<file path="config.mk">
export PLATFORM = sky130hd
export DESIGN_NAME = doodle_physics
export DESIGN_NICKNAME = d
export VERILOG_FILES = /design/src/rtl/doodle_pkg.sv /design/src/rtl/doodle_axis_x.sv /design/src/rtl/doodle_physics.sv
export SDC_FILE = /design/constraint.sdc
export NUM_CORES = 1
export LEC_CHECK = 0
export ABC_AREA = 1
export BUFFER_PORTS_ARGS = -buffer_cell sky130_fd_sc_hd__buf_2
export CAP_MARGIN = 20
export CORE_UTILIZATION = 40
export DETAILED_ROUTE_END_ITERATION = 12
export HOLD_SLACK_MARGIN = 0.08
export PLACE_DENSITY = 0.71
export SLEW_MARGIN = 20
export SYNTH_ARGS = -nofsm -noshare
export SYNTH_HDL_FRONTEND = slang
export SYNTH_SLANG_ARGS = --single-unit
</file>
<file path="constraint.sdc">
create_clock -name clk -period 2.7 [get_ports clk]
set_input_delay 0 -clock clk [delete_from_list [all_inputs] [get_ports clk]]
set_output_delay 0 -clock clk [all_outputs]
set_load 0.005 [all_outputs]
</file>
<file path="src/rtl/doodle_pkg.sv">
// Shared types and playfield constants for the doodle physics block and its
// neighbours (control, renderer).
package doodle_pkg;

  typedef enum logic [1:0] {
    IDLE = 2'd0,
    PLAY = 2'd1,
    OVER = 2'd2
  } game_state_t;

  typedef logic [9:0]        pos_t;
  typedef logic signed [7:0] vel_t;

  localparam pos_t SCREEN_W      = 10'd640;
  localparam pos_t EARTH         = 10'd440;
  localparam pos_t DOODLE_HEIGHT = 10'd40;
  localparam pos_t DOODLE_WIDTH  = 10'd40;
  localparam pos_t X_START       = 10'd300;
  localparam pos_t Y_START       = EARTH - DOODLE_HEIGHT;

  localparam vel_t JUMP_VEL = 8'sd15;
  localparam vel_t GRAVITY  = 8'sd1;
  localparam vel_t MAX_FALL = 8'sd12;

  // Encoding 3 is not a legal phase; it behaves exactly like OVER.
  function automatic game_state_t decode_state(input logic [1:0] raw);
    game_state_t st;
    case (raw)
      2'd0:    st = IDLE;
      2'd1:    st = PLAY;
      default: st = OVER;
    endcase
    return st;
  endfunction

endpackage

</file>
<file path="src/rtl/doodle_axis_x.sv">
// Combinational horizontal step: x + delta_x with screen-edge wrap, or wall
// saturation when DOODLE_WALL_CLAMP_EN is defined.
module doodle_axis_x
  import doodle_pkg::*;
(
  input  logic [9:0]        x,
  input  logic signed [8:0] delta_x,
  output logic [9:0]        x_next
);

  logic signed [11:0] x_sum;
  logic signed [11:0] x_fix;

  always_comb begin
    x_sum = $signed({2'b00, x}) + $signed({{3{delta_x[8]}}, delta_x});
`ifdef DOODLE_WALL_CLAMP_EN
    if (x_sum < 12'sd0) begin
      x_fix = 12'sd0;
    end else if (x_sum > $signed({2'b00, SCREEN_W - DOODLE_WIDTH})) begin
      x_fix = $signed({2'b00, SCREEN_W - DOODLE_WIDTH});
    end else begin
      x_fix = x_sum;
    end
`else
    // |delta_x| < SCREEN_W, so one correction always lands inside the screen.
    if (x_sum < 12'sd0) begin
      x_fix = x_sum + $signed({2'b00, SCREEN_W});
    end else if (x_sum >= $signed({2'b00, SCREEN_W})) begin
      x_fix = x_sum - $signed({2'b00, SCREEN_W});
    end else begin
      x_fix = x_sum;
    end
`endif
    x_next = pos_t'(x_fix);
  end

endmodule

</file>
<file path="src/rtl/doodle_physics.sv">
// Per-frame doodle integrator: gravity, platform bounce, ceiling/earth limits
// and horizontal wrap (wall clamp instead with DOODLE_WALL_CLAMP_EN).
module doodle_physics
  import doodle_pkg::*;
(
  input  logic              clk,
  input  logic              rst,
  input  logic              frame_tick,
  input  logic signed [8:0] delta_x,
  input  logic [1:0]        game_state,
  input  logic              platform_hit,
  output logic [9:0]        doodle_x,
  output logic [9:0]        doodle_y,
  output logic signed [7:0] vel_y,
  output logic              falling,
  output logic              jump_pulse
);

  game_state_t        phase;
  logic [9:0]         x_step;
  logic signed [11:0] y_sum;
  logic               bounce;
  vel_t               vel_grav;
  vel_t               vel_after;
  logic               launched;

  doodle_axis_x u_axis_x (
    .x       (doodle_x),
    .delta_x (delta_x),
    .x_next  (x_step)
  );

  always_comb begin
    phase  = decode_state(game_state);
    y_sum  = $signed({2'b00, doodle_y}) + $signed({{4{vel_y[7]}}, vel_y});
    // Only a descending doodle may bounce; hits on the way up are ignored.
    bounce = platform_hit && (vel_y > 8'sd0);
    if (vel_y >= MAX_FALL) begin
      vel_grav = MAX_FALL;
    end else begin
      vel_grav = vel_y + GRAVITY;
    end
    if (bounce) begin
      vel_after = -JUMP_VEL;
    end else begin
      vel_after = vel_grav;
    end
  end

  always_ff @(posedge clk or posedge rst) begin
    if (rst) begin
      doodle_x   <= X_START;
      doodle_y   <= Y_START;
      vel_y      <= 8'sd0;
      falling    <= 1'b0;
      jump_pulse <= 1'b0;
      launched   <= 1'b0;
    end else begin
      jump_pulse <= 1'b0;
      if (frame_tick) begin
        case (phase)
          IDLE: begin
            doodle_x <= X_START;
            doodle_y <= Y_START;
            vel_y    <= 8'sd0;
            falling  <= 1'b0;
            launched <= 1'b0;
          end
          PLAY: begin
            doodle_x <= x_step;
            if (!launched) begin
              vel_y      <= -JUMP_VEL;
              falling    <= 1'b0;
              launched   <= 1'b1;
              jump_pulse <= 1'b1;
            end else if (y_sum < 12'sd0) begin
              doodle_y <= 10'd0;
              vel_y    <= 8'sd0;
              falling  <= 1'b0;
            end else begin
              // Past the earth line the doodle parks at EARTH; control sees game over.
              if (y_sum > $signed({2'b00, EARTH})) begin
                doodle_y <= EARTH;
              end else begin
                doodle_y <= pos_t'(y_sum);
              end
              vel_y      <= vel_after;
              falling    <= (vel_after > 8'sd0);
              jump_pulse <= bounce;
            end
          end
          default: begin
            doodle_x <= doodle_x;
            doodle_y <= doodle_y;
            vel_y    <= vel_y;
            falling  <= falling;
            launched <= launched;
          end
        endcase
      end
    end
  end

endmodule

</file>
======== Word-level counts from Yosys, hierarchy flattened ========
Cells that the tools add are included.
operators by class
  magnitude comparators ................... 7
  mux-type cells .......................... 21
  reductions and logical operators ........ 6
  eq/ne operators ......................... 3
  add/sub/neg operators ................... 5
operators by type and width
  cell                    count
  $mux 10                 5
  $pmux 10 s2             2
  $mux 8                  4
  $lt 12x1->1 const B     2
  $gt 8x1->1 const B      2
  $pmux 8 s2              1
  $add 11x8->12           1
  $add 11x9->12           1
  $ge 12x11->1 const B    1
  $gt 12x10->1 const B    1
  $add 10x10->10 const B  1
  $sub 10x10->10 const B  1
  $add 8x2->8 const B     1
  $ge 8x5->1 const B      1
  $mux 1                  6
  $eq 2x1->1 const B      2
  $logic_not 2->1         2
  $pmux 1 s2              2
  $pmux 2 s2              1
  $reduce_and 3->1        1
  $ne 2x2->1 const B      1
  $reduce_and 2->1        1
  $reduce_bool 2->1       1
  $logic_and 1x1->1       1
word-level totals
  flip-flop bits (word level) ............. 31
  logic and storage cells ................. 48

======== Longest topological paths before layout ========
Gate-level depths: netlist of the first run.
  depth in word-level cells ............... 7
  mapped depth ............................ 17
  mapped depth without buffers ............ 17

======== By module ========
From an unflattened synthesis of the first run, not the netlist that was laid out.
unflattened totals
  cell total of the unflattened synthesis .. 458
  area, all modules ....................... 3085.5 µm²
modules (own cells, without submodules)
  module          seq. area each (µm²)  area each (µm²)  cells each  instances
  doodle_physics  784.5                 2254.7           313         1
  doodle_axis_x   0.0                   830.8            145         1

======== Worst setup path after synthesis of the first run ========
OpenSTA, ideal clock, no wires.
  path kind ............................... register to register
  start ................................... register doodle_x[0]
  end ..................................... register doodle_x[9]
  data required time ...................... 2.584 ns
  arrival time ............................ 2.148 ns
  cell stages (with the launch flop) ...... 18
  library setup time ...................... 0.116 ns
  period minus slack after synthesis ...... 2.264 ns
  slack ................................... 0.436 ns
  path buffers ............................ 0
  cell sequence ........................... dfrtp_1 > ha_1 > inv_1 > fa_1 > o21ai_2 > nand3_1 > nand2_1 > nand2_1 > nand2_2 > inv_1 > ha_1 > nand3b_1 > nand2_1 > nand2_1 > nand2_1 > nand2_1 > nand2_1 > nand2_1
on the way
  longest elaborated chain between the ends .. 5
  elaborated cells between the ends (all ways) .. 8
  classes of those cells .................. add/sub: 3; order compare: 2; mux: 3
RTL lines
  element                                                line                                      text
  start, declared                                        doodle_physics.sv:12                      output logic [9:0] doodle_x,
  start signal, assigned                                 doodle_physics.sv:70                      doodle_x <= x_step;
  start signal, assigned                                 doodle_physics.sv:93                      doodle_x <= doodle_x;
  $add 11x9->12 *                                        doodle_axis_x.sv:15                       x_sum = $signed({2'b00, x}) + $signed({{3{delta_x[8]}}, delta_x});
  $sub 10x10->10 / $ge 12x11->1 (equally long branches)  doodle_axis_x.sv:29, doodle_axis_x.sv:28
  $mux 10                                                doodle_axis_x.sv:28                       end else if (x_sum >= $signed({2'b00, SCREEN_W})) begin
  $mux 10 *                                              doodle_axis_x.sv:26                       if (x_sum < 12'sd0) begin
  $pmux 10 s2 *                                          doodle_physics.sv:61                      case (phase)
Mark *: on every way between the ends. The rest lies on a longest branch, timed or not.
A chain may end at the register's enable or synchronous reset.

======== Worst setup path in the final report of the first run ========
Same ends and word-level chain as after synthesis.

==> results of run 1 <==
worst max-delay path by stage:
stage                 from     endpoint  slack (ps)
2_1_floorplan  doodle_x[0]  doodle_x[9]         440
3_3_place_gp   doodle_x[0]  doodle_x[9]         360
3_5_place_dp      vel_y[0]  doodle_y[4]         210
4_1_cts           vel_y[0]  doodle_y[4]         190
5_1_grt           vel_y[0]  doodle_y[5]          20
6_report       doodle_x[0]  doodle_x[9]         260
state kept, by name, summed over array words and instances, names as in the netlist:
signal and count:
falling 1, doodle_x 10, launched 1, doodle_y 10
jump_pulse 1, vel_y 8
logic make-up (layout without fill, tap and decap cells):
| family | after synthesis | in the layout | share of synthesized area |
|---|---|---|---|
| adder cells (fa/ha/maj) | 28 | 28 | 0.128 |
| AO/OA/AOI/OAI | 68 | 68 | 0.138 |
| buffers and inverters | 82 | 138 | 0.108 |
| AND/OR/NAND/NOR | 208 | 208 | 0.318 |
| flip-flops | 31 | 31 | 0.275 |
| XOR/XNOR | 10 | 10 | 0.0333 |
repair_timing:
| item | in CTS | in global routing |
|---|---|---|
| endpoints found under the setup margin | 0 | 8 |
| hold endpoints to repair | 25 | 0 |
| hold buffers | 2 | 0 |
| resized for setup | 0 | 3 |
synth_stat cells (7+ instances only):
master,instances,area (um2)
nor2_1,37,139
nand4_1,7,43.8
inv_1,75,282
a21oi_1,26,130
o21ai_0,18,90.1
nand3_1,27,135
nand2_1,114,428
o22ai_1,11,68.8
dfstp_2,7,184
ha_1,26,325
dfrtp_1,24,601
nand2_2,9,56.3
per-layer routing:
metal / share of wire / up-vias / GRT usage
li1: - / 1485 / -
met1: 0.48 / 1289 / 0.266
met2: 0.47 / 57 / 0.341
met3: 0.037 / 6 / 0.0238
met4: 0.011 / 0 / 0.0682
met5: 0 / - / 0
power groups by stage:
stage               clock, uW  combinational (uW)  sequential [uW]
global route              376                1750              701
CTS                       352                1510              690
floorplan                   0                1150              671
detailed placement          0                1500              693
global placement            0                1480              694
finish                    344                1510              688
area by class of cell:
class / count / area (um2)
Fill cell: 750 / 3510
Sequential cell: 31 / 786
Multi-Input combinational cell: 314 / 1760
Timing Repair Buffer: 50 / 270
Tap cell: 96 / 120
Inverter: 80 / 300
Clock buffer: 7 / 76.3
Clock inverter: 1 / 5.00
critical path, stage by stage, from the launching register on:
cell      delay (ps)
dfrtp_1          380
ha_1             220
inv_1             70
fa_1             430
o21ai_2          220
nand3_1          110
nand2_1           70
nand2_1           50
nand2_2           80
inv_1             50
ha_1             170
nand3b_1         140
nand2_1           80
nand2_1           50
nand2_1           50
nand2_1           40
nand2_1           50
nand2_1           40
per-stage QoR:
stage                     hold WS (ps)  instances  cell area (um2)  power, uW  worst slack [ps]
final                             96.8        579             3320       2550               265
after global routing               125        579             3320       2830              17.7
after CTS                          105        579             3320       2560               191
after detailed placement           314        569             3220       2200               215
after global placement             312        569             3220       2170               361
after floorplan                   98.3        427             2850       1820               436
==> results.ini, run 1 <==
[run_status]
status = complete, no violations

[worst_setup_path]
cp_max_fo = 4
crit-reg2reg-launch = doodle_x[0]
rr_worst_depth = 17
r2r_setup_slack_ps = 260
r2r-end = doodle_x[9]
path_class = reg -> reg
endpoint_kind = flip-flop
cp.required_ps = 2870
cp.arrival_ps = 2610
critPathLaunchType = flip-flop

[synthesis]
synth_edf_count = 0
synthArstFlopShare = 1.00
synth_fp_nets = 470
avgSynthCellArea_um2 = 6.68
yosysSeqAreaShare = 0.275
synthFlopType = dfrtp_1
ys.warnings.count = 0
synthesis.area_um2 = 2850
synthDistinctLibCells = 34
ys_ff_latch = 31
synth_cells = 427

[global_route]
grt_pass1_vias = 2688
antenna_found_initial = 0
grt_pass1_wl_mm = 11.9
grt.total_usage = 0.201
overflow = 0
grt_max_degree = 29

[timing]
setup_viol = 0
worst_clock_skew_ps = 8.47
worstMarginPinSlew_ps = 585
fmax_ghz = 0.411
maxSlewViolCount = 0
hold_viol = 0
period_minus_slack_ps = 2440
slew_headroom = 0.609
rsz0062_at_grt = no
fin_tns_setup_ps = 0
period_share = 0.902

[power_and_ir_drop]
irDropWorstVdd_mv = 0.385
switching_share = 0.471
p_sw_uw = 1200
leakage_uw = 0.00183
pwr-share-seq = 0.270
p_comb_frac = 0.595
clock_power_share = 0.135
intPower_uw = 1350
p_per_area_nw_per_um2 = 767

[floorplan]
rows = 30
core-area_um2 = 6830
initial_core_util = 0.418
num_io_pins = 45
fp.dieH_um = 86.5
fp.dieW_um = 86.5
die_area_um2 = 7470

[drt]
viasPerCell = 4.90
drt_wl_total_mm = 6.93
routedWlPerCell_um = 12.0
num_vias = 2837
drt_iter0_markers = 125
ant_nets = 0
post-route-drc-count = 0
drtPass1Iterations = 4

[clock_network]
htreeDepth = 2
cts_buffers = 5
clock_path_buffers = 2
cts_root_buffer = clkbuf_8
postCtsSetupBuffers = 0
cts.clk_slew.worst_paths_ps = 60
cts.sinks = 31
clk_latency_ps = 280
cts_tree = yes

[finish]
final_nets = 525
area_delta_synth_final_pct = 16.4
layout_commonest_cell = nand2_1
mostFrequentLayoutCells = nand2_1, inv_1, buf_2
fin_util = 0.486
diodes = 0
final_layout_size_suffix_gt1_frac = 0.184

[hold_path]
whs_path_depth = 3
hold_path_end = doodle_y[9]
worstHoldStart = game_state[0]
hp-class = in -> reg

[place]
io_buffers = 44
gp_congestion = 0.896
hpwl_mm = 5.66

[flow_run]
drv_cap = 0

Note: power is estimated with default switching activity, not from simulation.
==> run 2, diff against run 1 <==
--- a/config.mk
+++ b/config.mk
@@ -5,10 +5,10 @@
 export SDC_FILE = /design/constraint.sdc
 export NUM_CORES = 1
 export LEC_CHECK = 0
-export ABC_AREA = 1
 export BUFFER_PORTS_ARGS = -buffer_cell sky130_fd_sc_hd__buf_2
 export CAP_MARGIN = 20
 export CORE_UTILIZATION = 40
+export CTS_CLUSTER_SIZE = 20
 export DETAILED_ROUTE_END_ITERATION = 12
 export HOLD_SLACK_MARGIN = 0.08
 export PLACE_DENSITY = 0.71
==> results.ini, run 2 <==
[run_status]
status = finished, violations left
violations = setup timing

[synthesis]
synth_common_cells = nand2_1, ha_1, inv_1, dfrtp_1, nor2_1
synthArstFlopShare = 1.00
synth_fp_nets = 352
synthTopCellsByArea = dfrtp_1, ha_1, dfstp_2
yosysSeqAreaShare = 0.297
synth_top_cell_area_share = 0.228
synth_edf_count = 0
avgSynthCellArea_um2 = 8.54
synth_cells = 309
yosysMostFrequentCell = nand2_1
ys_ff_latch = 31
ys.warnings.count = 0
synth_top_area_cell = dfrtp_1
synthDistinctLibCells = 54
synthesis.area_um2 = 2640
synthFlopType = dfrtp_1

[drt]
drtPass1Iterations = 4
dr_wl_met2_mm = 3.75
wl_met1_mm = 3.17
routedWlPerCell_um = 15.5
topRoutingLayerUsed = met4
dr_wl_met3_um = 310
post-route-drc-count = 0
viasPerCell = 5.61
num_vias = 2681
ant_nets = 0
drt_iter0_markers = 99
drt_wl_total_mm = 7.41

[clock_network]
htreeDepth = 2
cts_root_buffer = clkbuf_8
clock_path_buffers = 2
cts_buffers = 5
clk_latency_ps = 290
cts.sinks = 31
cts.clk_slew.worst_paths_ps = 70
cts_tree = yes

[global_route]
antenna_found_initial = 0
grt_max_degree = 29
grt_pass1_vias = 2713
overflow = 0
grt_pass1_wl_mm = 12.4
grt.total_usage = 0.220

[floorplan]
die_area_um2 = 6920
core-area_um2 = 6350
initial_core_util = 0.415
fp.dieW_um = 83.2
num_io_pins = 45
rows = 29
fp.dieH_um = 83.2

[place]
io_buffers = 44
place_inst = 461
gp_congestion = 0.897
hpwl_mm = 5.45

[worst_setup_path]
rr_worst_depth = 11
critPathLaunchType = flip-flop
r2r-end = doodle_y[6]
path_class = reg -> reg
cp.required_ps = 2930
critical-path-top-delay-family = compound AO/OA/AOI/OAI gates
startpoint = doodle_y[0]
cp_num_buf_inv = 1
cp.arrival_ps = 3020
crit_end = doodle_y[6]
endpoint_kind = flip-flop
crit-reg2reg-launch = doodle_y[0]
max_stage_delay_ps = 400
cp.depth = 11
cp_max_fo = 4
r2r_setup_slack_ps = -100
path_cells = ha_2 -> inv_2 -> fa_2 -> nor2b_4 -> o31a_1 -> o41a_1 -> mux2_4 -> a311oi_2 -> o32a_2 -> and3_4 -> a22o_2
cpMaxStageDelayCell = dfrtp_1

[timing]
maxSlewViolCount = 0
hold_viol = 0
worst_slack_ps = -97.9
period_share = 1.04
rsz0062_at_grt = yes
setup_viol = 7
period_minus_slack_ps = 2800
worst_clock_skew_ps = 2.67
fmax_ghz = 0.357
worstMarginPinSlew_ps = 1120
slew_headroom = 0.251

[power_and_ir_drop]
p_per_area_nw_per_um2 = 766
leakage_uw = 0.00171
irDropWorstVdd_mv = 0.494

[hold_path]
hp-class = in -> reg

[finish]
mostFrequentLayoutCells = buf_4, buf_2, nand2_1
top_regs = doodle_x (10), doodle_y (10), vel_y (8)
final_layout_size_suffix_gt1_frac = 0.354
layout_commonest_cell = buf_4
stdcell_count = 478
area_delta_synth_final_pct = 34.0
fin_util = 0.557
final_nets = 443
diodes = 0

[flow_run]
drv_cap = 0

[run 2: worst min path at each step]
stage	startpoint	end	slack [ps]	depth (start not counted)
6_report	delta_x[0]	doodle_x[0]	80	4
5_1_grt	delta_x[0]	doodle_x[0]	110	4
4_1_cts	delta_x[0]	doodle_x[0]	100	4
3_5_place_dp	game_state[0]	doodle_x[5]	320	2
3_3_place_gp	rst	doodle_x[0]	320	2
2_1_floorplan	rst	doodle_x[0]	100	1
[run 2: layer usage]
metal | vias up | track usage
met2 | 79 | 0.393
met4 | 0 | 0.0784
met5 | - | 0
li1 | 1298 | -
met3 | 19 | 0.0338
met1 | 1285 | 0.268
[run 2: where the power goes]
part	leakage [uW]	total, uW	switching, uW	internal (uW)
sequential	0.000394	649	77.1	572
combinational	0.00128	1690	890	801
clock	0.0000395	367	184	183
[run 2: timing repair]
item	4_1_cts	5_1_grt
buffers inserted	6	2
gates cloned	0	0
gates resized for setup	10	25
hold endpoints to repair	28	0
pin swaps	10	13
endpoints found under the setup margin	9	15
hold buffers	2	0
[run 2: stage by stage]
| step | total power, uW | hold WS (ps) | setup WS (ps) | instance area (um2) | TNS, ps |
|---|---|---|---|---|---|
| 6_report | 2710 | 77.4 | -97.9 | 3530 | -421 |
| 5_1_grt | 2940 | 106 | -224 | 3530 | -1710 |
| 4_1_cts | 2550 | 96.4 | -77.2 | 3410 | -170 |
| 3_5_place_dp | 2130 | 319 | -151 | 3230 | -626 |
| 3_3_place_gp | 2080 | 319 | -82.4 | 3230 | -254 |
| 2_1_floorplan | 1600 | 98.3 | -58.1 | 2650 | -58.1 |
[run 2: layout make-up]
class,instances,area [um2]
Fill cell,603,2820
Timing Repair Buffer,92,586
Multi-Input combinational cell,245,1890
Tap cell,77,96.3
Sequential cell,31,785
Clock buffer,8,80.1
Inverter,25,93.8
[run 2: logic make-up after synthesis]
group                    count (synthesis)  synth area share
XOR/XNOR                                22            0.0731
adder cells (fa/ha/maj)                 28             0.139
multiplexers                             4            0.0180
buffers and inverters                   33            0.0474
flip-flops                              31             0.297
AO/OA/AOI/OAI                           92             0.243
AND/OR/NAND/NOR                         99             0.182
[run 2: worst min-delay path, stage by stage]
cell     delay (ps)
buf_2            80
ha_2            130
nand3_1          60
nand2_1          60
==> run 3, diff against run 2 <==
--- a/config.mk
+++ b/config.mk
@@ -7,11 +7,13 @@
 export LEC_CHECK = 0
 export BUFFER_PORTS_ARGS = -buffer_cell sky130_fd_sc_hd__buf_2
 export CAP_MARGIN = 20
+export CORE_MARGIN = 10
 export CORE_UTILIZATION = 40
 export CTS_CLUSTER_SIZE = 20
 export DETAILED_ROUTE_END_ITERATION = 12
 export HOLD_SLACK_MARGIN = 0.08
 export PLACE_DENSITY = 0.71
+export REMOVE_ABC_BUFFERS = 1
 export SLEW_MARGIN = 20
 export SYNTH_ARGS = -nofsm -noshare
 export SYNTH_HDL_FRONTEND = slang
==> results.ini, run 3 (synthesized netlist as in run 2, its figures left out) <==
[timing]
slew_headroom = 0.254
worst_slack_ps = -103
rsz0062_at_grt = yes
period_minus_slack_ps = 2800
setup_viol = 7
maxSlewViolCount = 0
worst_clock_skew_ps = 6.20
worstMarginPinSlew_ps = 1110
period_share = 1.04
fmax_ghz = 0.357
hold_viol = 0

[power_and_ir_drop]
irDropWorstVdd_mv = 0.542
switching_share = 0.413
pwr-share-seq = 0.239
intPower_uw = 1590
p_sw_uw = 1120
finalPower_uw = 2710
p_comb_frac = 0.603
leakage_uw = 0.00171
clock_power_share = 0.158
p_per_area_nw_per_um2 = 777

[finish]
fin_util = 0.547
mostFrequentLayoutCells = buf_2, buf_4, nand2_1
area_delta_synth_final_pct = 32.4
final_layout_size_suffix_gt1_frac = 0.345
diodes = 0
layout_commonest_cell = buf_2
top_regs = doodle_x (10), doodle_y (10), vel_y (8)
final_nets = 439

[worst_setup_path]
path_class = reg -> reg
cp.required_ps = 2930
critPathLaunchType = flip-flop
crit-reg2reg-launch = doodle_y[2]
r2r_setup_slack_ps = -100
endpoint_kind = flip-flop
cp.arrival_ps = 3030
r2r-end = doodle_y[6]
rr_worst_depth = 9
cp_max_fo = 4

[drt]
num_vias = 2695
viasPerCell = 5.69
drt_iter0_markers = 218
routedWlPerCell_um = 16.0
drt_wl_total_mm = 7.59
post-route-drc-count = 0
drtPass1Iterations = 4
ant_nets = 0

[clock_network]
cts.sinks = 31
htreeDepth = 2
cts_root_buffer = clkbuf_8
cts_buffers = 5
cts_tree = yes
cts.clk_slew.worst_paths_ps = 70
clock_path_buffers = 2
clk_latency_ps = 290

[global_route]
overflow = 0
grt_max_degree = 28
grt_pass1_wl_mm = 12.3
antenna_found_initial = 0
grt_pass1_vias = 2704
grt.total_usage = 0.144

[flow_run]
drv_cap = 0

[place]
io_buffers = 44
hpwl_mm = 5.70
gp_congestion = 0.943

[floorplan]
fp.dieH_um = 101
fp.dieW_um = 101
core-area_um2 = 6390
num_io_pins = 45
initial_core_util = 0.413
die_area_um2 = 10200
rows = 29

[run_status]
status = finished, violations left
violations = setup timing

[hold_path]
whs_path_depth = 4
hp-class = in -> reg
worstHoldStart = delta_x[0]
hold_path_end = doodle_x[0]

[run 3: cell types whose count changed in the layout (fill, tap and decap cells not counted), sizes merged]
cell      before  now
buf           90   86
clkbuf         8    7
clkinvlp       0    1
[run 3: stage by stage]
| stage | instance area (um2) | TNS [ps] | cells | hold slack (ps) | setup WS [ps] |
|---|---|---|---|---|---|
| 5_1_grt | 3490 | -1310 | 474 | 132 | -218 |
| 6_report | 3490 | -483 | 474 | 80.5 | -103 |
| 2_1_floorplan | 2610 | -131 | 301 | 62.2 | -103 |
| 3_5_place_dp | 3210 | -537 | 460 | 297 | -122 |
| 3_3_place_gp | 3210 | -221 | 460 | 293 | -73.1 |
| 4_1_cts | 3380 | -170 | 472 | 98.3 | -44.4 |
[run 3: what timing repair did]
action | CTS | global route
hold endpoints to repair | 28 | 0
gates resized for setup | 10 | 23
buffers inserted | 2 | 3
hold buffers | 2 | 0
gates cloned | 0 | 0
setup endpoints to repair | 8 | 18
pin swaps | 5 | 12
[run 3: final cells by class]
type | instances | area (um2)
fill | 608 | 2900
multi-input combinational | 245 | 1860
sequential | 31 | 785
timing repair buffer | 88 | 556
clock buffer | 7 | 96.3
tap | 77 | 96.3
inverter | 25 | 93.8
clock inverter | 1 | 7.51
[run 3: worst max path at each step]
stage / start / endpoint / depth (start not counted)
final: doodle_y[2] / doodle_y[6] / 9
after global routing: doodle_y[0] / doodle_y[6] / 12
after CTS: doodle_x[0] / doodle_x[9] / 12
after detailed placement: doodle_x[1] / doodle_x[9] / 9
after global placement: doodle_x[1] / doodle_x[9] / 9
after floorplan: doodle_x[0] / doodle_x[9] / 12
[run 3: critical path: stages, from the launching register on]
cell,delay (ps)
dfrtp_1,420
ha_1,360
nor2b_4,150
o31a_1,270
o41a_1,360
mux2_4,310
a311oi_2,260
o32a_2,230
and3_4,230
a22o_2,130
[run 3: power by group through the flow]
stage               Sequential [uW]  Combinational (uW)  Clock [uW]
global route                    662                1830         454
CTS                             648                1510         435
finish                          649                1630         428
detailed placement              654                1480           0
floorplan                       671                 916           0
global placement                653                1440           0
[run 3: metal layers]
layer | routed length, um | track usage | vias up
li1 | - | - | 1301
met1 | 3220 | 0.171 | 1281
met2 | 3700 | 0.246 | 96
met3 | 499 | 0.0306 | 17
met4 | 172 | 0.0579 | 0
met5 | 0 | 0 | -
